<file path="src/rtl/audio_pkg.sv">
// Shared audio types for the stereo sample path: sample width, the widened
// second-difference type and the declick FSM state encoding.
package audio_pkg;

    localparam int SAMPLE_W = 32;
    // Three extra bits cover in - 2*x0 + x1 for any pair of full-scale inputs.
    localparam int D2_W     = SAMPLE_W + 3;

    typedef logic signed [SAMPLE_W-1:0] sample_t;
    typedef logic signed [D2_W-1:0]     d2_t;

    typedef enum logic [1:0] {
        ST_PASS   = 2'd0,
        ST_HOLD   = 2'd1,
        ST_BYPASS = 2'd2
    } dc_state_t;

endpackage

</file>
<file path="src/rtl/d2_detect.sv">
// Per-channel click detector: second difference of the newest three samples
// and a strict magnitude compare against the click threshold.
module d2_detect
    import audio_pkg::*;
#(
    parameter d2_t THRESH = 35'sd268435456
) (
    input  sample_t i_new,
    input  sample_t i_x0,
    input  sample_t i_x1,
    output logic    o_over
);

    d2_t w_new;
    d2_t w_x0;
    d2_t w_x1;
    d2_t w_d2;
    d2_t w_abs;

    assign w_new = d2_t'(i_new);
    assign w_x0  = d2_t'(i_x0);
    assign w_x1  = d2_t'(i_x1);

    assign w_d2  = w_new - (w_x0 <<< 1) + w_x1;
    // The largest reachable magnitude is far below 2^34, so negation cannot wrap.
    assign w_abs = w_d2[D2_W-1] ? -w_d2 : w_d2;

    assign o_over = (w_abs > THRESH);

endmodule

</file>
<file path="src/rtl/declick.sv">
// Stereo click repair: a sample whose second difference exceeds THRESH is
// replaced by the last clean output, for at most MAX_HOLD samples per event.
module declick
    import audio_pkg::*;
#(
    parameter d2_t THRESH   = 35'sd268435456,
    parameter int  MAX_HOLD = 8
) (
    input  logic    CLOCK_50,
    input  logic    reset_n,
    input  logic    enable,
    input  logic    sample_valid,
    input  sample_t in_L,
    input  sample_t in_R,
    output sample_t out_L,
    output sample_t out_R,
    output logic    out_valid,
    output logic    click_active
);

    localparam logic [3:0] MAX_CNT = 4'(MAX_HOLD);

    sample_t   r_hist_L [0:2];
    sample_t   r_hist_R [0:2];
    logic      r_flag   [0:2];
    sample_t   r_held_L;
    sample_t   r_held_R;
    dc_state_t r_state;
    logic [3:0] r_hold_cnt;

    logic      w_over_L;
    logic      w_over_R;
    logic      w_use_held;
    logic      w_upd_held;
    dc_state_t w_next_state;
    logic [3:0] w_next_cnt;

    d2_detect #(.THRESH(THRESH)) u_det_l (
        .i_new  (in_L),
        .i_x0   (r_hist_L[0]),
        .i_x1   (r_hist_L[1]),
        .o_over (w_over_L)
    );

    d2_detect #(.THRESH(THRESH)) u_det_r (
        .i_new  (in_R),
        .i_x0   (r_hist_R[0]),
        .i_x1   (r_hist_R[1]),
        .o_over (w_over_R)
    );

    // Decision for the sample leaving x1, judged by its own flag f1.
    always_comb begin
        // NOTE: every output of this block gets a default first, so no path can infer a latch.
        w_use_held   = 1'b0;
        w_upd_held   = 1'b0;
        w_next_state = r_state;
        w_next_cnt   = r_hold_cnt;
        case (r_state)
            ST_PASS: begin
                if (r_flag[1]) begin
                    w_use_held   = 1'b1;
                    w_next_cnt   = 4'd1;
                    w_next_state = ST_HOLD;
                end else begin
                    w_upd_held   = 1'b1;
                end
            end
            ST_HOLD: begin
                if (!r_flag[1]) begin
                    w_upd_held   = 1'b1;
                    w_next_cnt   = 4'd0;
                    w_next_state = ST_PASS;
                end else if (r_hold_cnt < MAX_CNT) begin
                    w_use_held   = 1'b1;
                    w_next_cnt   = r_hold_cnt + 4'd1;
                end else begin
                    w_next_cnt   = 4'd0;
                    w_next_state = ST_BYPASS;
                end
            end
            ST_BYPASS: begin
                if (!r_flag[1]) begin
                    w_upd_held   = 1'b1;
                    w_next_state = ST_PASS;
                end
            end
            default: begin
                w_next_cnt   = 4'd0;
                w_next_state = ST_PASS;
            end
        endcase
    end

    always_ff @(posedge CLOCK_50 or negedge reset_n) begin
        if (!reset_n) begin
            // NOTE: the history is only three deep and must read as silence after reset, so it is cleared like any other flop.
            for (int i = 0; i < 3; i++) begin
                r_hist_L[i] <= '0;
                r_hist_R[i] <= '0;
                r_flag[i]   <= 1'b0;
            end
            r_held_L     <= '0;
            r_held_R     <= '0;
            r_state      <= ST_PASS;
            r_hold_cnt   <= 4'd0;
            out_L        <= '0;
            out_R        <= '0;
            out_valid    <= 1'b0;
            click_active <= 1'b0;
        end else begin
            // NOTE: non-blocking assignments make every register here see pre-edge values, so the shift and the emit use the same old x1.
            out_valid <= sample_valid;
            if (sample_valid) begin
                r_hist_L[2] <= r_hist_L[1];
                r_hist_L[1] <= r_hist_L[0];
                r_hist_L[0] <= in_L;
                r_hist_R[2] <= r_hist_R[1];
                r_hist_R[1] <= r_hist_R[0];
                r_hist_R[0] <= in_R;
                r_flag[2]   <= r_flag[1];
                r_flag[1]   <= r_flag[0];
                r_flag[0]   <= enable & (w_over_L | w_over_R);

                if (enable) begin
                    out_L        <= w_use_held ? r_held_L : r_hist_L[1];
                    out_R        <= w_use_held ? r_held_R : r_hist_R[1];
                    click_active <= w_use_held;
                    r_state      <= w_next_state;
                    r_hold_cnt   <= w_next_cnt;
                    if (w_upd_held) begin
                        r_held_L <= r_hist_L[1];
                        r_held_R <= r_hist_R[1];
                    end
                end else begin
                    // Pass-through emits the live input, which is also the last clean output.
                    out_L        <= in_L;
                    out_R        <= in_R;
                    click_active <= 1'b0;
                    r_state      <= ST_PASS;
                    r_hold_cnt   <= 4'd0;
                    r_held_L     <= in_L;
                    r_held_R     <= in_R;
                end
            end
        end
    end

endmodule

</file>
<file path="config.mk">
export PLATFORM = sky130hd
export DESIGN_NAME = declick
export DESIGN_NICKNAME = d
export VERILOG_FILES = /design/src/rtl/audio_pkg.sv /design/src/rtl/d2_detect.sv /design/src/rtl/declick.sv
export SDC_FILE = /design/constraint.sdc
export NUM_CORES = 1
export LEC_CHECK = 0
export CAP_MARGIN = 10
export CORE_ASPECT_RATIO = 0.5
export CORE_MARGIN = 5
export CORE_UTILIZATION = 45
export CTS_BUF_LIST = sky130_fd_sc_hd__clkbuf_8 sky130_fd_sc_hd__clkbuf_16
export DETAILED_ROUTE_END_ITERATION = 7
export PLACE_DENSITY_LB_ADDON = 0.25
export SKIP_CTS_REPAIR_TIMING = 1
export SLEW_MARGIN = 20
export SYNTH_ARGS = -nofsm -noshare
export SYNTH_HDL_FRONTEND = slang
export SYNTH_SLANG_ARGS = --single-unit
</file>
<file path="constraint.sdc">
create_clock -name CLOCK_50 -period 5.4 [get_ports CLOCK_50]
set_clock_uncertainty 0.05 [all_clocks]
set_input_delay 1.62 -clock CLOCK_50 [delete_from_list [all_inputs] [get_ports CLOCK_50]]
set_output_delay 1.62 -clock CLOCK_50 [all_outputs]
set_load 0.02 [all_outputs]
</file>
==> qor.log <==
qor: die.rows 55
qor: worst_setup_path.worst-endpoint-arrival 6380 ps
qor: sta.achievable-frequency 166 MHz
qor: synthesis.synth-seq-area-share 0.327
qor: worst_setup_path.critical_path.endpoint_type flip-flop
qor: sta.rsz0062_at_grt true
qor: synthesis.yosys_warnings 0
qor: run_status.outcome finished with violations
qor: final_layout.layout-drive-gt1-share 0.301
qor: route.route.detailed.wl_per_inst 16.4 um
qor: power.power_density_normalized_to_cell_area 435 nW/um^2
qor: placement.finalWeightedCongestion 0.892
qor: route.drc 0
qor: final_layout.final_util 0.620
qor: sta.postLayoutSetupSlackWorst -611 ps
qor: synthesis.synth.ff_latch_count 266
qor: synthesis.ys_top_cells_by_area sky130_fd_sc_hd__dfrtp_1 33%, sky130_fd_sc_hd__mux2_2 7.4%, sky130_fd_sc_hd__mux2i_1 6.7%, sky130_fd_sc_hd__fa_1 6.3%, sky130_fd_sc_hd__inv_1 5.2%
qor: synthesis.synthMostInstantiatedCell sky130_fd_sc_hd__inv_1
qor: sta.worstMarginPinSlew 776 ps
qor: die.die-area 49800 um^2
qor: global_route.grt_max_degree 127
qor: cts.numCtsBuffers 27
qor: route.vias_per_cell 5.34
qor: cts.worst_skew_pair.late_latency 560 ps
qor: placement.port-buffer-count 133
qor: worst_setup_path.critical_path.max_fanout 3
qor: route.wl 57600 um
qor: synthesis.synth_top_area_share 0.327
qor: die.die-width 311 um
qor: synthesis.ys_types 89
qor: worst_setup_path.setup_crit_path_kind in -> reg
qor: synthesis.synth-main-ff-cell sky130_fd_sc_hd__dfrtp_1
qor: die.num_io_pins 134
qor: sta.slew-limit-headroom 0.480
qor: run_status.violated_checks negative setup slack
qor: synthesis.synth.top_cells.by_count 280 x sky130_fd_sc_hd__inv_1, 266 x sky130_fd_sc_hd__dfrtp_1, 231 x sky130_fd_sc_hd__nand2_1, 195 x sky130_fd_sc_hd__o21ai_0, 156 x sky130_fd_sc_hd__a21oi_1
qor: cts.cts.htree.levels 1
qor: worst_setup_path.timing.critical_path.required 5770 ps
qor: global_route.antenna_found_initial 6
qor: placement.placement_stage_worst_setup_slack -1720 ps
qor: synthesis.post_synth_instance_area 20300 um^2
qor: sta.final-max-slew-violation-count 0
qor: synthesis.synth-edff-count 0
qor: final_layout.filler_cell_count 3856
qor: sta.final_worst_path_period_share 1.11
qor: global_route.grt.overflow.total 0
qor: global_route.track_usage 0.221
qor: final_layout.fin_nets 3091
qor: cts.clock_tree_from_tritoncts done
qor: synthesis.syn-num-nets 2537
qor: cts.clk_pin_slew_worst_paths 60 ps
qor: hold_path.worst_hold_path_type reg -> reg
qor: cts.cts_buffer_depth 3
qor: cts.root_buffer sky130_fd_sc_hd__clkbuf_16
qor: route.drtIter0Drc 1293
qor: synthesis.postSynth.asyncResetShare 1.00
qor: die.die_height 160 um
qor: final_layout.area.sequential 6660 um^2
qor: power.static-leakage-power 13.2 nW
qor: global_route.grt_first_pass_wirelength 93500 um
qor: synthesis.synthesis.instances 2334
qor: synthesis.post-synth-top-area-cell sky130_fd_sc_hd__dfrtp_1
qor: final_layout.area.growth.synth_to_final 37.0%
qor: job.cap_viol_max_count 0
qor: route.vias 18740
qor: route.drt_first_pass_iters 5
qor: placement.dp_hpwl 44100 um
qor: synthesis.syn_avg_cell_area 8.71 um^2
qor: power.max-vdd-ir-drop 233 uV
qor: global_route.grt_pass1_vias 18306
qor: sta.setup_viol_count_final 1
qor: cts.cts.sink_count 266
qor: die.core_area 44900 um^2
qor: sta.final_period_minus_worst_setup_slack 6010 ps
qor: die.initial_core_util 0.452
qor: worst_setup_path.worstSetupStartpointType primary input
qor: sta.finalHoldViolCount 0
qor: final_layout.combined_area_of_the_multi_input_logic_cells 13300 um^2
qor: route.ant_nets 0
metrics by stage:
| step | power, mW | hold slack [ps] | cells | cell area [um^2] | TNS, ps |
|---|---|---|---|---|---|
| after floorplan | 6.35 | 399 | 2334 | 20400 | -766 |
| after global placement | 9.48 | 410 | 3440 | 25700 | -1600 |
| after detailed placement | 9.56 | 419 | 3440 | 25700 | -1720 |
| after CTS | 11.5 | 433 | 3487 | 26600 | -1150 |
| after global routing | 13.0 | 451 | 3508 | 27800 | -727 |
| final | 12.1 | 427 | 3510 | 27900 | -611 |
cells by family (layout without fill, tap and decap cells):
group,after synthesis,count (layout),share of synthesized area
compound gates,594,594,0.183
xor+xnor,47,47,0.0202
fa+ha+maj,135,135,0.107
buf+inv,388,960,0.0724
flops,266,266,0.327
mux,270,270,0.141
other cells,0,6,0
simple gates,634,634,0.149
cells in the final DEF (no fill, tap or decap), types with 19 or more instances in the layout:
master                            synthesis  routed
sky130_fd_sc_hd__nor2_1                 148     141
sky130_fd_sc_hd__o21ai_0                195     176
sky130_fd_sc_hd__nand3_1                 40      39
sky130_fd_sc_hd__dfrtp_1                266     266
sky130_fd_sc_hd__nand4_1                 22      22
sky130_fd_sc_hd__a21o_1                  22      21
sky130_fd_sc_hd__dlymetal6s2s_1           0      28
sky130_fd_sc_hd__xnor2_1                 28      26
sky130_fd_sc_hd__inv_1                  280     269
sky130_fd_sc_hd__ha_1                    71      41
sky130_fd_sc_hd__o21ai_1                 10      19
sky130_fd_sc_hd__a21oi_1                156     131
sky130_fd_sc_hd__mux2i_1                137     137
sky130_fd_sc_hd__nor3_1                  44      36
sky130_fd_sc_hd__nand2_1                231     221
sky130_fd_sc_hd__fa_1                    64      62
sky130_fd_sc_hd__clkbuf_16                0      27
sky130_fd_sc_hd__clkdlybuf4s50_1          0      95
sky130_fd_sc_hd__o211ai_1                21      21
sky130_fd_sc_hd__ha_4                     0      27
sky130_fd_sc_hd__buf_4                    1     489
sky130_fd_sc_hd__mux2_2                 133     133
area by class of cell:
cell class,count,area share
clock inverters,13,0.00332
repair buffers,633,0.188
multi-input cells,1680,0.477
flip-flops and latches,266,0.239
diodes,6,0.000539
well taps,598,0.0269
inverters,280,0.0378
clock buffers,34,0.0277
final timing paths:
check / from / to / slack (ps) / cells past startpoint
setup / recovery: in_R[15] / r_flag[2] / -610 / 18
hold / removal: r_held_L[10] / r_held_L[10] / 430 / 2
setup reg to reg: r_hist_R[34] / r_flag[2] / 100 / 16
hold reg to reg: r_held_L[10] / r_held_L[10] / 430 / 2
max in group asynchronous: reset_n / r_hold_cnt[1] / 3280 / 3
min in group asynchronous: reset_n / out_L[4] / 870 / 1
flip-flops by register name (all words and copies together) (netlist names):
| register | flops |
|---|---|
| click_active | 1 |
| out_L | 32 |
| out_R | 32 |
| out_valid | 1 |
| r_flag | 2 |
| r_held_L | 32 |
| r_held_R | 32 |
| r_hist_L | 64 |
| r_hist_R | 64 |
| r_hold_cnt | 4 |
| r_state | 2 |
routing by layer:
layer	share of wire	vias up	routed length, um	track usage
li1	-	9286	-	-
met1	0.49	9150	28200	0.323
met2	0.46	248	26700	0.362
met3	0.031	56	1800	0.0245
met4	0.015	0	863	0.0412
met5	0	-	0	0
critical path, stage by stage:
cell and delay, ps:
sky130_fd_sc_hd__clkbuf_2 120, sky130_fd_sc_hd__inv_1 60, sky130_fd_sc_hd__fa_1 530, sky130_fd_sc_hd__inv_1 60, sky130_fd_sc_hd__ha_4 170, sky130_fd_sc_hd__a211oi_2 240, sky130_fd_sc_hd__o21bai_2 110, sky130_fd_sc_hd__or3_1 370
sky130_fd_sc_hd__a211o_1 290, sky130_fd_sc_hd__o311a_1 150, sky130_fd_sc_hd__a211o_1 310, sky130_fd_sc_hd__or4_4 530, sky130_fd_sc_hd__or4_4 430, sky130_fd_sc_hd__a211oi_2 260, sky130_fd_sc_hd__o21ai_1 120, sky130_fd_sc_hd__a2111oi_2 350
sky130_fd_sc_hd__o211ai_1 350, sky130_fd_sc_hd__a32o_1 310
where the power goes:
group,internal [mW],switching [mW]
clock,1.05,0.805
combinational,3.80,3.91
sequential,2.33,0.229
Power figures use the tool's default switching activity.
